`config.mk`:
```
export PLATFORM = sky130hd
export DESIGN_NAME = video_stream_packer_flat
export DESIGN_NICKNAME = d
export VERILOG_FILES = /design/src/rtl/video_stream_packer_if.sv /design/src/rtl/video_stream_packer.sv /design/src/flat_wrapper.sv
export SDC_FILE = /design/constraint.sdc
export NUM_CORES = 1
export LEC_CHECK = 0
export CAP_MARGIN = 20
export CORE_AREA = 2 2 100 102
export CTS_CLUSTER_DIAMETER = 150
export DETAILED_ROUTE_END_ITERATION = 12
export DIE_AREA = 0 0 102 104
export PLACE_DENSITY = 0.78
export SKIP_CTS_REPAIR_TIMING = 1
export SLEW_MARGIN = 20
export SYNTH_ARGS = -nofsm -noshare
export SYNTH_HDL_FRONTEND = slang
export SYNTH_SLANG_ARGS = --single-unit
```
`constraint.sdc`:
```
create_clock -name clk -period 3.44 [get_ports clk]
set_clock_uncertainty 0.1 [all_clocks]
set_input_delay 0.688 -clock clk [delete_from_list [all_inputs] [get_ports clk]]
set_output_delay 0.688 -clock clk [all_outputs]
set_load 0.01 [all_outputs]
```
`src/rtl/video_stream_packer_if.sv`:
```
// Handshake bundle between the Mandelbrot pixel pipeline, the packer and the
// downstream AXI-Stream sink.
//   Pixel side : in_valid/in_ready handshake carrying in_r/in_g/in_b plus the
//                in_sof frame-start hint.
//   Stream side: out_stream_tdata/tkeep/tlast/tuser/tvalid with tready
//                backpressure from the sink.
// slave  : the packer's view (consumes pixels, produces stream words).
// master : the environment's view (produces pixels, consumes stream words).
interface video_stream_packer_if;
    logic        in_valid;
    logic        in_ready;
    logic [7:0]  in_r;
    logic [7:0]  in_g;
    logic [7:0]  in_b;
    logic        in_sof;

    logic [31:0] out_stream_tdata;
    logic [3:0]  out_stream_tkeep;
    logic        out_stream_tlast;
    logic        out_stream_tuser;
    logic        out_stream_tvalid;
    logic        out_stream_tready;

    modport slave (
        input  in_valid, in_r, in_g, in_b, in_sof,
        output in_ready,
        output out_stream_tdata, out_stream_tkeep, out_stream_tlast,
        output out_stream_tuser, out_stream_tvalid,
        input  out_stream_tready
    );

    modport master (
        output in_valid, in_r, in_g, in_b, in_sof,
        input  in_ready,
        input  out_stream_tdata, out_stream_tkeep, out_stream_tlast,
        input  out_stream_tuser, out_stream_tvalid,
        output out_stream_tready
    );
endinterface

```
`src/rtl/video_stream_packer.sv`:
```
// Transmit end of the video AXI-Stream link. Packs 24-bit RGB pixels
// (P = {r, g, b}) four at a time into three little-endian 32-bit words,
// tracks word/line position to drive tlast (end of line) and tuser (start of
// frame), and honours full tready backpressure with a one-word output register.
// Ports:
//   clk          single clock
//   rst          asynchronous active-low reset
//   bus          video_stream_packer_if.slave: pixel handshake in, stream out
//   sync_err     one-cycle pulse when in_sof arrives away from a frame start
//   frame_count  completed frames, wraps at 2^16
module video_stream_packer #(
    parameter int X_PIXELS = 960,
    parameter int Y_SIZE   = 720
) (
    input  logic                        clk,
    input  logic                        rst,
    video_stream_packer_if.slave        bus,
    output logic                        sync_err,
    output logic [15:0]                 frame_count
);
    localparam int X_WORDS = X_PIXELS * 3 / 4;
    localparam int WC_W    = (X_WORDS > 1) ? $clog2(X_WORDS) : 1;
    localparam int LC_W    = (Y_SIZE > 1) ? $clog2(Y_SIZE) : 1;
    localparam logic [WC_W-1:0] WC_LAST = WC_W'(X_WORDS - 1);
    localparam logic [LC_W-1:0] LC_LAST = LC_W'(Y_SIZE - 1);

    typedef enum logic [1:0] {PH0, PH1, PH2, PH3} phase_t;

    phase_t          phase;
    logic [23:0]     residue;
    logic [WC_W-1:0] word_cnt;
    logic [LC_W-1:0] line_cnt;

    logic [31:0]     tdata_p1;
    logic            tlast_p1;
    logic            tuser_p1;
    logic            vld_p1;

    logic [23:0]     pix;
    logic            in_ready_c;
    logic            accept;
    logic            at_frame_start;
    logic            resync;
    logic            load;
    logic [31:0]     word_nxt;
    logic [23:0]     residue_nxt;

    assign pix = {bus.in_r, bus.in_g, bus.in_b};

    // PH0 never produces a word, so it can always take a pixel; the other
    // phases need a free (or draining) output register.
    assign in_ready_c     = (phase == PH0) || !vld_p1 || bus.out_stream_tready;
    assign accept         = bus.in_valid && in_ready_c;
    assign at_frame_start = (phase == PH0) && (word_cnt == '0) && (line_cnt == '0);
    assign resync         = accept && bus.in_sof && !at_frame_start;
    // A pixel carrying in_sof always restarts as P0, so it never completes a word.
    assign load           = accept && !bus.in_sof && (phase != PH0);

    // Byte stream is little-endian: the oldest pixel byte lands in tdata[7:0].
    always_comb begin
        word_nxt    = '0;
        residue_nxt = pix;
        case (phase)
            PH0: residue_nxt = pix;
            PH1: begin
                word_nxt    = {pix[7:0], residue};
                residue_nxt = {8'h00, pix[23:8]};
            end
            PH2: begin
                word_nxt    = {pix[15:0], residue[15:0]};
                residue_nxt = {16'h0000, pix[23:16]};
            end
            PH3: begin
                word_nxt    = {pix, residue[7:0]};
                residue_nxt = '0;
            end
            default: ;
        endcase
    end

    // ---- stage p1: phase FSM, position counters and output word register ----
    always_ff @(posedge clk or negedge rst) begin
        if (!rst) begin
            phase       <= PH0;
            residue     <= '0;
            word_cnt    <= '0;
            line_cnt    <= '0;
            frame_count <= '0;
            sync_err    <= 1'b0;
            tdata_p1    <= '0;
            tlast_p1    <= 1'b0;
            tuser_p1    <= 1'b0;
            vld_p1      <= 1'b0;
        end else begin
            sync_err <= resync;

            if (accept) begin
                if (bus.in_sof) begin
                    // Restart the frame from this pixel; a word already held in
                    // the output register is left untouched and still delivered.
                    phase    <= PH1;
                    residue  <= pix;
                    word_cnt <= '0;
                    line_cnt <= '0;
                end else begin
                    phase   <= phase_t'(phase + 2'd1);
                    residue <= residue_nxt;
                end
            end

            if (load) begin
                tdata_p1 <= word_nxt;
                tuser_p1 <= (word_cnt == '0) && (line_cnt == '0);
                tlast_p1 <= (word_cnt == WC_LAST);
                vld_p1   <= 1'b1;
                if (word_cnt == WC_LAST) begin
                    word_cnt <= '0;
                    if (line_cnt == LC_LAST) begin
                        line_cnt    <= '0;
                        frame_count <= frame_count + 16'd1;
                    end else begin
                        line_cnt <= line_cnt + 1'b1;
                    end
                end else begin
                    word_cnt <= word_cnt + 1'b1;
                end
            end else if (bus.out_stream_tready) begin
                vld_p1 <= 1'b0;
            end
        end
    end

    assign bus.in_ready          = in_ready_c;
    assign bus.out_stream_tdata  = tdata_p1;
    assign bus.out_stream_tkeep  = 4'hF;
    assign bus.out_stream_tlast  = tlast_p1;
    assign bus.out_stream_tuser  = tuser_p1;
    assign bus.out_stream_tvalid = vld_p1;
endmodule

```
`src/flat_wrapper.sv`:
```
// flat-port wrapper written by rule: the top's interface ports become plain ports
module video_stream_packer_flat 
#(
    parameter int X_PIXELS = 960,
    parameter int Y_SIZE   = 720
)
  (clk, rst, sync_err, frame_count, bus_in_valid, bus_in_r, bus_in_g, bus_in_b, bus_in_sof, bus_in_ready, bus_out_stream_tdata, bus_out_stream_tkeep, bus_out_stream_tlast, bus_out_stream_tuser, bus_out_stream_tvalid, bus_out_stream_tready);
  video_stream_packer_if bus_i ();
  input  logic clk;
  input  logic rst;
  output logic sync_err;
  output logic [15:0] frame_count;
  input wire logic [$bits(bus_i.in_valid)-1:0] bus_in_valid;
  input wire logic [$bits(bus_i.in_r)-1:0] bus_in_r;
  input wire logic [$bits(bus_i.in_g)-1:0] bus_in_g;
  input wire logic [$bits(bus_i.in_b)-1:0] bus_in_b;
  input wire logic [$bits(bus_i.in_sof)-1:0] bus_in_sof;
  output wire logic [$bits(bus_i.in_ready)-1:0] bus_in_ready;
  output wire logic [$bits(bus_i.out_stream_tdata)-1:0] bus_out_stream_tdata;
  output wire logic [$bits(bus_i.out_stream_tkeep)-1:0] bus_out_stream_tkeep;
  output wire logic [$bits(bus_i.out_stream_tlast)-1:0] bus_out_stream_tlast;
  output wire logic [$bits(bus_i.out_stream_tuser)-1:0] bus_out_stream_tuser;
  output wire logic [$bits(bus_i.out_stream_tvalid)-1:0] bus_out_stream_tvalid;
  input wire logic [$bits(bus_i.out_stream_tready)-1:0] bus_out_stream_tready;
  assign bus_i.in_valid = bus_in_valid;
  assign bus_i.in_r = bus_in_r;
  assign bus_i.in_g = bus_in_g;
  assign bus_i.in_b = bus_in_b;
  assign bus_i.in_sof = bus_in_sof;
  assign bus_in_ready = bus_i.in_ready;
  assign bus_out_stream_tdata = bus_i.out_stream_tdata;
  assign bus_out_stream_tkeep = bus_i.out_stream_tkeep;
  assign bus_out_stream_tlast = bus_i.out_stream_tlast;
  assign bus_out_stream_tuser = bus_i.out_stream_tuser;
  assign bus_out_stream_tvalid = bus_i.out_stream_tvalid;
  assign bus_i.out_stream_tready = bus_out_stream_tready;
  video_stream_packer #(.X_PIXELS(X_PIXELS), .Y_SIZE(Y_SIZE)) u_core (.clk(clk), .rst(rst), .bus(bus_i), .sync_err(sync_err), .frame_count(frame_count));
endmodule
```
# --- After elaboration in Yosys (flattened, before gate mapping) ---
# Cells that the tools add are included.
word_totals:
  reg_bits: 98
  elab_cells: 56
op_classes:
  add_sub_neg: 4
  n_eq_ne: 5
  muxes: 15
  n_reduce_logical: 22
op_table:
  columns: ["operator", "n"]
  rows:
  - ["$pmux 24 s4", 1]
  - ["$pmux 32 s3", 1]
  - ["$mux 10", 9]
  - ["$mux 24", 1]
  - ["$add 10x1->10 const B", 2]
  - ["$eq 10x10->1 const B", 2]
  - ["$logic_not 10->1", 2]
  - ["$add 16x1->16 const B", 1]
  - ["$logic_and 1x1->1", 8]
  - ["$reduce_bool 2->1", 4]
  - ["$eq 2x2->1 const B", 2]
  - ["$logic_not 1->1", 3]
  - ["$reduce_and 3->1", 1]
  - ["$add 2x1->2 const B", 1]
  - ["$eq 2x1->1 const B", 1]
  - ["$logic_not 2->1", 1]
  - ["$logic_or 1x1->1", 2]
  - ["$mux 1", 2]
  - ["$mux 2", 1]
  - ["$reduce_and 2->1", 1]

# --- Depth between registers and ports, before layout ---
depth:
  depth_word: 8
  depth_mapped: 8
  mapped_depth_nobuf: 6

# --- Least setup slack after synthesis ---
# OpenSTA, ideal clock, no wires.
synth_timing:
  path_kind: "input -> register"
  start: "input bus_in_valid"
  end: "register u_core.frame_count[1]"
  setup_time_ps: 128
  arrival_time_ps: 2393
  setup_slack_ps: 819
  stages: 6
  n_path_buf: 2
  path_cell_list: "buf_4 > or3b_1 > or4b_1 > buf_2 > or3_4 > mux2_1"
synth_via:
  elab_chain_len: 4
synth_rtl:
  columns: ["element", "line", "rtl"]
  rows:
  - ["from (decl)", "flat_wrapper.sv:13", "input wire logic [$bits(bus_i.in_valid)-1:0] bus_in_valid;"]
  - ["$logic_and 1x1->1", "video_stream_packer.sv:53", "assign accept = bus.in_valid && in_ready_c;"]
  - ["$logic_and 1x1->1 (2 in a row)", "video_stream_packer.sv:57", "assign load = accept && !bus.in_sof && (phase != PH0);"]
  - ["$reduce_and 3->1 (no line)", null, null]
  - ["to (signal assigned)", "video_stream_packer.sv:120", "frame_count <= frame_count + 16'd1;"]
  - ["to (decl)", "video_stream_packer.sv:19", "output logic [15:0] frame_count"]
# Every way passes these cells.
# A chain may end at the register's enable or synchronous reset.

# --- Final worst setup path ---
layout_timing:
  start: "register u_core.phase[0]"
  end: "output bus_in_ready"
layout_via:
  elab_chain_len: 3
layout_rtl:
  columns: ["element", "line", "rtl"]
  rows:
  - ["from (decl)", "video_stream_packer.sv:29", "phase_t phase;"]
  - ["from (signal assigned)", "video_stream_packer.sv:106", "phase <= phase_t'(phase + 2'd1);"]
  - ["$logic_not 2->1", "video_stream_packer.sv:52", "assign in_ready_c = (phase == PH0) || !vld_p1 || bus.out_stream_tready;"]
  - ["$logic_or 1x1->1 (2 in a row)", "video_stream_packer.sv:52", null]
  - ["to (decl)", "flat_wrapper.sv:18", "output wire logic [$bits(bus_i.in_ready)-1:0] bus_in_ready;"]
# Every way passes these cells.

==> results.md <==
* Final setup viols at 0
* Worst slew margin at 0.346
* Max_cap viols at 0
* # clock sinks at 98
* Async SR Flop Fraction at 1.00
* Post-Syn Area at 0.00491 sq mm
* Pwr dens at 582 mW/mm^2
* Placed insts at 707
* Crit path DAT at 2.20 ns
* TritonCTS buffer count at 9
* DRC at 0
* Sequential fraction of the synthesis area at 0.499
* Initial antenna violation count at 0
* CTS root buf: clkbuf_8
* CTS tree: yes
* Multi-input logic area at 0.00221 sq mm
* CP bufs+invs at 2
* Static Leak at 2.61 nW
* Delay-heaviest family, CP: buffers and inverters
* Number of slew-limit violations in the final report at 0
* Synthesis-stage register bit count at 98
* Setup TNS at 0 ns
* Vias/cell at 6.02
* Die area at 0.0106 sq mm
* Hold Crit Class: input port to async pin
* Syn-to-layout area delta at 21.9%
* Tightest Pin Transition at 0.981 ns
* Crit path cell chain: inv_1 > ha_1 > or3b_2 > clkdlybuf4s50_1
* Syn Area/Cell at 9.34 sq um
* Synth warn at 0
* Nets at 623
* Fmax at 0.334 GHz
* CP Max Fanout at 7
* CP endpoint kind: output pin
* Initial detailed-routing violation count at 412
* Yosys top cell area share at 0.499
* Commonest register cell after synthesis: dfrtp_1
* Outcome: complete, no violations
* Initial core utilization at 0.514
* DP HPWL at 8.33 mm
* Die width at 102 um
* CP max stage delay at 0.56 ns
* Vias in the first global route at 3,972
* Final Hold Viols at 0
* Cell row count at 36
* Latest clock arrival within the worst-skew pair at 0.36 ns
* Crit-path slowest cell: or3b_2
* Routed WL per cell at 16.5 um
* Clk slew on worst S/H paths at 0.10 ns
* Global route overflow at 0
* Max H-tree Level at 3
* Hold WS at 0.269 ns
* DR vias at 4,349
* Register area at 0.00245 sq mm
* Clock Path Buffers at 2
* Pin count of the biggest net entering global routing at 58
* Ports at 86
* Min cycle time layout at 2.99 ns
* Post-synth EDFFs at 0
* Total GRT Usage at 0.232
* First-pass GRT wire length at 20.0 mm
* GP Congestion at 0.874
* Top post-synthesis cells by area: dfrtp_1 50%, nand2_1 6.4%, o21ai_0 5.9%
* Most frequent cell after synthesis: dfrtp_1
* Yosys top cell by area: dfrtp_1
* Tcrit/Tclk final at 0.869
* Fill cell count at 842
* WL final at 11.9 mm
* Cell Count, Final, Fillers Out at 723
* Core area at 0.00955 sq mm
* DRT Pass-1 Iters at 6
* CP Launch Type: register
* Critical path start-end classification: register to output pin
* RSZ-0062 raised after global routing: false
* Die Ht at 104 um
* IO buf count at 81
* Worst vdd ir at 0.000310 V
* Synth cell count leaders: 98 x dfrtp_1, 84 x nand2_1, 58 x o21ai_0, 35 x clkbuf_1
* Diodes inserted at 0
* Share of cells above drive strength 1 at 0.0610
* Final ANT Viol Nets at 0
* Worst path required time at 2.65 ns
* Mapped Cells at 526
* Distinct cells, synth at 52
[stage by stage]
stage               instance area, sq um  utilization  worst slack, ns  power, mW
floorplan                           4920            -            0.819       2.12
global placement                    5770        0.605            0.405       2.68
detailed placement                  5770        0.605            0.333       2.71
CTS                                 5990        0.627            0.437       3.50
global route                        5990        0.627            0.374       3.69
finish                              5990        0.627            0.449       3.49
[cells in the final DEF (no fill, tap or decap), drive strengths merged, types with 4 or more instances in the layout]
cell type,count
buf,10
dfrtp,98
conb,4
or3,9
a21oi,14
a221o,8
a2111oi,5
inv,24
clkdlybuf4s50,80
xor2,14
nand3,23
a221oi,8
ha,9
or4,6
nor4,12
a21o,5
a222oi,16
clkbuf,9
nand2,84
o21ai,58
nor2,23
nand4,9
and3,13
nor3,7
a31oi,5
[registers in the layout (all words and copies together), names as in the netlist]
signal and count:
u_core.bus.out_stream_tdata 32, u_core.bus.out_stream_tlast 1, u_core.bus.out_stream_tuser 1, u_core.bus.out_stream_tvalid 1
u_core.frame_count 16, u_core.line_cnt 10, u_core.phase 2, u_core.residue 24
u_core.sync_err 1, u_core.word_cnt 10
[path summary, 6_finish.rpt]
check                                                   start                            endpoint  slack [ns]  cells past startpoint
hold / removal                                            rst        u_core.line_cnt[8]$_DFF_PN0_        0.27                      1
hold reg to reg            u_core.frame_count[15]$_DFFE_PN0P_  u_core.frame_count[15]$_DFFE_PN0P_        0.37                      1
setup / recovery                  u_core.phase[0]$_DFFE_PN0N_                        bus_in_ready        0.45                      4
min in group clk           u_core.frame_count[15]$_DFFE_PN0P_  u_core.frame_count[15]$_DFFE_PN0P_        0.37                      1
setup reg to reg                  u_core.phase[0]$_DFFE_PN0N_  u_core.frame_count[15]$_DFFE_PN0P_        0.79                      7
max in group asynchronous                                 rst      u_core.residue[19]$_DFFE_PN0N_        2.21                      2
[logic make-up (layout without fill, tap and decap cells)]
family / Yosys count / count (layout) / synth area share
buf+inv: 64 / 125 / 0.0545
fa+ha+maj: 9 / 9 / 0.0229
simple gates: 200 / 200 / 0.201
other cells: 1 / 4 / 0.000763
compound gates: 135 / 135 / 0.186
mux: 3 / 3 / 0.00662
flops: 98 / 98 / 0.499
xor+xnor: 16 / 16 / 0.0285
[power by group]
| part | total [mW] | internal (mW) | switching (mW) |
|---|---|---|---|
| Sequential | 1.57 | 1.40 | 0.171 |
| Clock | 0.795 | 0.356 | 0.439 |
| Combinational | 1.12 | 0.549 | 0.569 |
| Total | 3.49 | 2.31 | 1.18 |
[worst reg2reg max path, delay by kind of cell (launching register included)]
kind	cells	cell delay, ns
xor+xnor	1	0.18
fa+ha+maj	1	0.27
buf+inv	2	0.30
flops	1	0.43
simple gates	3	1.31
[layer usage]
layer	wire, um	track usage
met1	5340	0.346
met2	5600	0.351
met4	161	0.0667
met3	835	0.0383
met5	0	0
[final cells by class]
cell class,count,area share
Multi-Input combinational cell,367,0.369
Clock inverter,7,0.0146
Timing Repair Buffer,90,0.146
Clock buffer,9,0.0207
Tap cell,133,0.0278
Sequential cell,98,0.410
Inverter,19,0.0119
Power figures use the tool's default switching activity.
